==> src/rtl/execute_alu_mc.sv <==
// Multi-cycle execute-stage ALU: RV32I base, branch-compare and address ops
// complete in one cycle. RV32M multiply waits a fixed MUL_LAT cycles.
// Divide is a restoring, one-bit-per-cycle divider.
module execute_alu_mc #(
  parameter int XLEN    = 32,
  parameter int MUL_LAT = 2
) (
  input  logic            clk,
  input  logic            rst,
  input  logic            flush,
  input  logic            in_vld,
  output logic            in_rdy,
  input  logic [6:0]      opcode,
  input  logic [2:0]      funct3,
  input  logic            funct7_5,
  input  logic            funct7_0,
  input  logic [XLEN-1:0] a,
  input  logic [XLEN-1:0] b,
  output logic            out_vld,
  input  logic            out_rdy,
  output logic [XLEN-1:0] y,
  output logic            busy
);

  localparam int SHW = $clog2(XLEN);
  localparam int DCW = $clog2(XLEN);
  localparam int MCW = (MUL_LAT > 1) ? $clog2(MUL_LAT) : 1;

  localparam logic [6:0] OP_LOAD   = 7'b0000011;
  localparam logic [6:0] OP_STORE  = 7'b0100011;
  localparam logic [6:0] OP_BRANCH = 7'b1100011;
  localparam logic [6:0] OP_RR     = 7'b0110011;

  typedef enum logic [1:0] {
    S_IDLE = 2'd0,
    S_MUL  = 2'd1,
    S_DIV  = 2'd2,
    S_DONE = 2'd3
  } state_t;

  state_t state_reg, state_next, launch_state;

  logic [2*XLEN-1:0] prod_reg;
  logic              mul_hi_reg;
  logic [MCW-1:0]    mul_cnt_reg;
  logic [DCW-1:0]    div_cnt_reg;
  logic [XLEN-1:0]   rem_reg;
  logic [XLEN-1:0]   quo_reg;
  logic [XLEN-1:0]   dsr_reg;
  logic              neg_q_reg;
  logic              neg_r_reg;
  logic              rem_sel_reg;
  logic [XLEN-1:0]   y_reg;

  logic accept;

  assign in_rdy  = ~flush & ((state_reg == S_IDLE) | ((state_reg == S_DONE) & out_rdy));
  assign accept  = in_vld & in_rdy;
  assign out_vld = (state_reg == S_DONE);
  assign busy    = (state_reg != S_IDLE);
  assign y       = y_reg;

  // ---------------- single-cycle base datapath ----------------
  logic [SHW-1:0]  shamt;
  logic            lt_s, lt_u;
  logic [XLEN-1:0] sum_res, sub_res, sll_res, srl_res, sra_res, slt_res, sltu_res;
  logic [XLEN-1:0] base_y;

  assign shamt    = b[SHW-1:0];
  assign lt_s     = $signed(a) < $signed(b);
  assign lt_u     = a < b;
  assign sum_res  = a + b;
  assign sub_res  = a - b;
  assign sll_res  = a << shamt;
  assign srl_res  = a >> shamt;
  assign sra_res  = $signed(a) >>> shamt;
  assign slt_res  = {{(XLEN-1){1'b0}}, lt_s};
  assign sltu_res = {{(XLEN-1){1'b0}}, lt_u};

  // Decode the one-cycle result from opcode/funct fields.
  always_comb begin
    base_y = '0;
    case (opcode)
      OP_LOAD, OP_STORE: base_y = sum_res;
      OP_BRANCH: begin
        case (funct3[2:1])
          2'b00:   base_y = a ^ b;
          2'b10:   base_y = slt_res;
          2'b11:   base_y = sltu_res;
          default: base_y = '0;
        endcase
      end
      OP_RR: begin
        case ({funct7_5, funct3})
          4'b0000: base_y = sum_res;
          4'b1000: base_y = sub_res;
          4'b0001: base_y = sll_res;
          4'b0010: base_y = slt_res;
          4'b0011: base_y = sltu_res;
          4'b0100: base_y = a ^ b;
          4'b0101: base_y = srl_res;
          4'b1101: base_y = sra_res;
          4'b0110: base_y = a | b;
          4'b0111: base_y = a & b;
          default: base_y = '0;
        endcase
      end
      default: begin
        case (funct3)
          3'b000:  base_y = sum_res;
          3'b001:  base_y = sll_res;
          3'b010:  base_y = slt_res;
          3'b011:  base_y = sltu_res;
          3'b100:  base_y = a ^ b;
          3'b101:  base_y = funct7_5 ? sra_res : srl_res;
          3'b110:  base_y = a | b;
          default: base_y = a & b;
        endcase
      end
    endcase
  end

  // ---------------- M-extension setup at acceptance ----------------
  logic is_m, is_mul, is_div;
  assign is_m   = (opcode == OP_RR) & funct7_0;
  assign is_mul = is_m & ~funct3[2];
  assign is_div = is_m & funct3[2];

  // MULH and MULHSU treat a as signed; only MULH treats b as signed.
  logic              a_mul_signed, b_mul_signed;
  logic [2*XLEN-1:0] a_ext, b_ext, prod;
  assign a_mul_signed = (funct3[1:0] == 2'b01) | (funct3[1:0] == 2'b10);
  assign b_mul_signed = (funct3[1:0] == 2'b01);
  assign a_ext = {{XLEN{a_mul_signed & a[XLEN-1]}}, a};
  assign b_ext = {{XLEN{b_mul_signed & b[XLEN-1]}}, b};
  assign prod  = a_ext * b_ext;

  // DIV/REM are signed (funct3[0]=0); the divider works on magnitudes.
  logic            div_signed, a_neg, b_neg, b_zero, div_ovf, div_special;
  logic [XLEN-1:0] a_mag, b_mag, min_val, special_y;
  assign div_signed  = ~funct3[0];
  assign a_neg       = div_signed & a[XLEN-1];
  assign b_neg       = div_signed & b[XLEN-1];
  assign a_mag       = a_neg ? -a : a;
  assign b_mag       = b_neg ? -b : b;
  assign min_val     = {1'b1, {(XLEN-1){1'b0}}};
  assign b_zero      = (b == '0);
  assign div_ovf     = div_signed & (a == min_val) & (&b);
  assign div_special = b_zero | div_ovf;

  // Results for divide-by-zero and signed overflow, which bypass the divider.
  always_comb begin
    special_y = '0;
    if (b_zero) special_y = funct3[1] ? a : '1;
    else        special_y = funct3[1] ? '0 : a;
  end

  // ---------------- restoring divide step ----------------
  logic [XLEN:0]   rem_sh, rem_diff;
  logic            q_bit;
  logic [XLEN-1:0] rem_new, quo_new, div_q, div_r;
  assign rem_sh   = {rem_reg, quo_reg[XLEN-1]};
  assign rem_diff = rem_sh - {1'b0, dsr_reg};
  assign q_bit    = ~rem_diff[XLEN];
  assign rem_new  = q_bit ? rem_diff[XLEN-1:0] : rem_sh[XLEN-1:0];
  assign quo_new  = {quo_reg[XLEN-2:0], q_bit};
  assign div_q    = neg_q_reg ? -quo_new : quo_new;
  assign div_r    = neg_r_reg ? -rem_new : rem_new;

  assign launch_state = is_mul ? S_MUL : ((is_div & ~div_special) ? S_DIV : S_DONE);

  // State register.
  always_ff @(posedge clk) begin
    if (rst) state_reg <= S_IDLE;
    else     state_reg <= state_next;
  end

  // Next-state logic; flush overrides everything except reset.
  always_comb begin
    state_next = state_reg;
    case (state_reg)
      S_IDLE: if (accept) state_next = launch_state;
      S_MUL:  if (mul_cnt_reg == '0) state_next = S_DONE;
      S_DIV:  if (div_cnt_reg == '0) state_next = S_DONE;
      S_DONE: if (out_rdy) state_next = accept ? launch_state : S_IDLE;
      default: state_next = S_IDLE;
    endcase
    if (flush) state_next = S_IDLE;
  end

  // Operand capture, multiply/divide progress and result register.
  always_ff @(posedge clk) begin
    if (rst) begin
      prod_reg    <= '0;
      mul_hi_reg  <= 1'b0;
      mul_cnt_reg <= '0;
      div_cnt_reg <= '0;
      rem_reg     <= '0;
      quo_reg     <= '0;
      dsr_reg     <= '0;
      neg_q_reg   <= 1'b0;
      neg_r_reg   <= 1'b0;
      rem_sel_reg <= 1'b0;
      y_reg       <= '0;
    end else if (!flush) begin
      if (accept) begin
        if (is_mul) begin
          prod_reg    <= prod;
          mul_hi_reg  <= (funct3[1:0] != 2'b00);
          mul_cnt_reg <= MCW'(MUL_LAT - 1);
        end else if (is_div) begin
          if (div_special) begin
            y_reg <= special_y;
          end else begin
            rem_reg     <= '0;
            quo_reg     <= a_mag;
            dsr_reg     <= b_mag;
            neg_q_reg   <= a_neg ^ b_neg;
            neg_r_reg   <= a_neg;
            rem_sel_reg <= funct3[1];
            div_cnt_reg <= DCW'(XLEN - 1);
          end
        end else begin
          y_reg <= base_y;
        end
      end else if (state_reg == S_MUL) begin
        if (mul_cnt_reg == '0) y_reg <= mul_hi_reg ? prod_reg[2*XLEN-1:XLEN] : prod_reg[XLEN-1:0];
        else                   mul_cnt_reg <= mul_cnt_reg - 1'b1;
      end else if (state_reg == S_DIV) begin
        rem_reg <= rem_new;
        quo_reg <= quo_new;
        if (div_cnt_reg == '0) y_reg <= rem_sel_reg ? div_r : div_q;
        else                   div_cnt_reg <= div_cnt_reg - 1'b1;
      end
    end
  end

endmodule

==> config.mk <==
export PLATFORM = sky130hd
export DESIGN_NAME = execute_alu_mc
export DESIGN_NICKNAME = d
export VERILOG_FILES = /design/src/rtl/execute_alu_mc.sv
export SDC_FILE = /design/constraint.sdc
export NUM_CORES = 2
export LEC_CHECK = 0
export CORE_MARGIN = 8
export CORE_UTILIZATION = 27
export DETAILED_ROUTE_END_ITERATION = 12
export MAX_ROUTING_LAYER = met4
export PLACE_DENSITY = 0.52
export SYNTH_ARGS = -nofsm -noshare
export SYNTH_HDL_FRONTEND = slang
export SYNTH_SLANG_ARGS = --single-unit
export TNS_END_PERCENT = 1
==> constraint.sdc <==
create_clock -name clk -period 19.4 [get_ports clk]
set_input_delay 3.88 -clock clk [delete_from_list [all_inputs] [get_ports clk]]
set_output_delay 3.88 -clock clk [all_outputs]
set_load 0.02 [all_outputs]
==> metrics.md <==
| Metric | Value |
|---|---|
| CTS sink cnt | 204 |
| Max-cap violation count | 0 |
| Leading cell type in the layout, fill and taps excluded | sky130_fd_sc_hd__inv_1 |
| Filler Cell Count | 24500 |
| Hold Vio Cnt, Final | 0 |
| Die area | 243000 um^2 |
| Net Count, Synth | 9227 |
| Num ports | 116 |
| Detailed Route Iter0 Violations | 6189 |
| F_max | 69.3 MHz |
| Unrepaired setup endpoints after global routing | false |
| Clock skew after layout | 0.00764 ns |
| Fraction of final layout cells sized beyond drive strength 1 | 6.01% |
| Startpoint Class | input port |
| Deepest level of the CTS H-tree | 1 |
| FF/Latch Area | 4090 um^2 |
| Global-route wire length before repair | 429000 um |
| Core footprint | 227000 um^2 |
| Routed wire length per instance | 28.5 um |
| TritonCTS clock tree | yes |
| Actual slew at the worst max-slew pin | 1.37 ns |
| Status | finished clean |
| Worst EP arrival | 14.93 ns |
| Die height | 493 um |
| Async SR Flop Fraction | 0% |
| Tcrit/Tclk final | 74.4% |
| Family of cells with the greatest summed delay on the critical path | adder cells |
| # port buffers | 115 |
| Post-Route Setup TNS | 0 ns |
| Clock buffer count from CTS | 28 |
| Synthesized area per cell | 8.03 um^2 |
| Total iterations of the first detailed-routing run | 6 |
| Cell with the largest stage delay on the worst path | sky130_fd_sc_hd__ha_1 |
| Leftover overflow at the end of global routing | 0 |
| Half-perimeter wire length after placement | 231000 um |
| Worst path required time | 19.91 ns |
| Nets | 9050 |
| Pin count of the biggest net entering global routing | 82 |
| Clock Latency Late Sink | 0.60 ns |
| GRT Total Usage | 24.8% |
| Cell count after synthesis | 7661 |
| Effective utilization at floorplan | 27.1% |
| Most numerous cell on the critical path | sky130_fd_sc_hd__fa_1 |
| Antenna violations before repair | 24 |
| Worst R2R Setup Slack | 12.96 ns |
| Synth Cell Area | 61500 um^2 |
| Clock transition time at the flip-flop clock pins of the worst setup and hold paths | 0.06 ns |
| Post-CTS resize count | 0 |
| Vias | 57100 |
| Classification of the worst-slack hold path | flip-flop to flip-flop |
| Width of the die | 493 um |
| Count of buffering cells on the critical path with inverters included | 7 |
| Total routed wirelength | 300000 um |
| Final count of negative-setup-slack endpoints | 0 |
| CTS Root Buffer Type | sky130_fd_sc_hd__clkbuf_16 |
| Via count of the first global-routing pass | 58500 |
| Number of flip-flops under the largest register name | 64 |
| Count of pins over their slew limit | 0 |
| Kind of end point of the critical path | flip-flop |
| Critical path type | input port to flip-flop |
| Row Count | 175 |
| Hold bufs inserted after CTS | 0 |
| Maximum buffer depth of the clock tree | 3 |
| Yosys warns | 0 |
| DRC | 0 |
| Crit path largest cell delay | 0.92 ns |
| Startpoint of the most critical register-to-register path | quo_reg[31] |
| Most frequent cells in the layout | 1324 x sky130_fd_sc_hd__inv_1, 1158 x sky130_fd_sc_hd__nand2_1, 1128 x sky130_fd_sc_hd__fa_1 |
| EDFF count, synth | 0 |
| Combined area of the multi-input logic cells | 50500 um^2 |
| Area growth, synth to finish | 8.28% |
| Slew HR | 7.69% |
| Top fanout value on the critical path | 20 |
| Crit path time final | 14.43 ns |
| Synth Register Bits | 204 |
| Routed vias/inst | 5.42 |
| Yosys cell types | 109 |
| Global placement routability congestion | 1.07 |
| Worst setup path start | funct3[1] |
| Post-route antenna net violation count | 0 |
| Start point of the worst hold path | dsr_reg[30] |
| Prevailing post-synth register cell | sky130_fd_sc_hd__dfxtp_1 |
| Postcts setup bufs | 0 |
| Sequential share of the synthesized area | 6.64% |
[Yosys cell counts, types with 56 or more instances]
library cell	n	share of area, %
sky130_fd_sc_hd__inv_1	1326	8.1
sky130_fd_sc_hd__nand2_1	1159	7.1
sky130_fd_sc_hd__fa_1	1128	37
sky130_fd_sc_hd__nor2_1	780	4.8
sky130_fd_sc_hd__a21oi_1	424	3.5
sky130_fd_sc_hd__ha_1	357	7.3
sky130_fd_sc_hd__clkbuf_1	349	2.1
sky130_fd_sc_hd__o21ai_0	232	1.9
sky130_fd_sc_hd__dfxtp_1	204	6.6
sky130_fd_sc_hd__xnor2_1	196	2.8
sky130_fd_sc_hd__nor3_1	110	0.90
sky130_fd_sc_hd__buf_1	106	0.65
sky130_fd_sc_hd__mux2i_1	101	1.6
sky130_fd_sc_hd__a211oi_1	92	1.1
sky130_fd_sc_hd__a31oi_1	72	0.73
sky130_fd_sc_hd__xor2_1	62	0.88
sky130_fd_sc_hd__nand3_1	56	0.46
[logic make-up (layout without fill, tap and decap cells)]
group | count (synthesis) | in the layout | synth area share [%]
XOR/XNOR | 258 | 258 | 3.67
AND/OR/NAND/NOR | 2352 | 2352 | 16.0
buffers and inverters | 1852 | 1697 | 11.4
adder cells (fa/ha/maj) | 1505 | 1505 | 44.3
AO/OA/AOI/OAI | 1312 | 1312 | 13.9
multiplexers | 178 | 178 | 4.06
flip-flops | 204 | 204 | 6.64
other | 0 | 13 | 0
[cell type report]
| class | instances | area share [%] |
|---|---|---|
| multi-input cells | 5605 | 75.8 |
| inverters | 1354 | 7.63 |
| flip-flops and latches | 204 | 6.14 |
| well taps | 3009 | 5.65 |
| repair buffers | 291 | 3.31 |
| clock buffers | 37 | 1.18 |
| clock inverters | 15 | 0.248 |
| diodes | 13 | 0.0489 |
[metrics by stage]
stage,cells,hold slack (ns),worst slack (ns),utilization [%],instance area (um^2)
finish,10500,0.451,4.97,29.4,66600
global placement,10500,0.435,4.33,28.9,65600
CTS,10500,0.452,4.94,29.3,66500
detailed placement,10500,0.443,4.33,28.9,65600
floorplan,7661,0.428,6.32,-,61500
global route,10500,0.462,4.38,29.3,66600
[worst reg2reg max path, delay by kind of cell, from the launching register on]
family / cells / cell delay [ns]
AOI/OAI and AO/OA: 7 / 2.12
xor gates and xnor gates: 1 / 0.21
adders and majority gates: 3 / 0.89
buffers and inverters: 4 / 0.83
DFF: 1 / 0.32
muxes: 2 / 0.67
and+or+nand+nor: 7 / 1.31
[worst paths after layout]
| kind | to | depth (start not counted) |
|---|---|---|
| worst min register to register | dsr_reg[30] | 2 |
| worst max register to register | y[18] | 24 |
| worst max-delay path | prod_reg[62] | 31 |
| worst min-delay path | dsr_reg[30] | 2 |
[layer usage]
| metal | vias to the layer above | GRT usage (%) | wire length, um |
|---|---|---|---|
| met5 | - | - | 0 |
| met2 | 2890 | 37.9 | 132000 |
| met3 | 664 | 4.45 | 25900 |
| met1 | 29500 | 31.8 | 124000 |
| li1 | 24000 | - | - |
| met4 | 0 | 11.8 | 18300 |
Power is left out: the tool's default activity adds up to more than one toggle a clock period on the data nets, which glitch-free logic cannot reach.
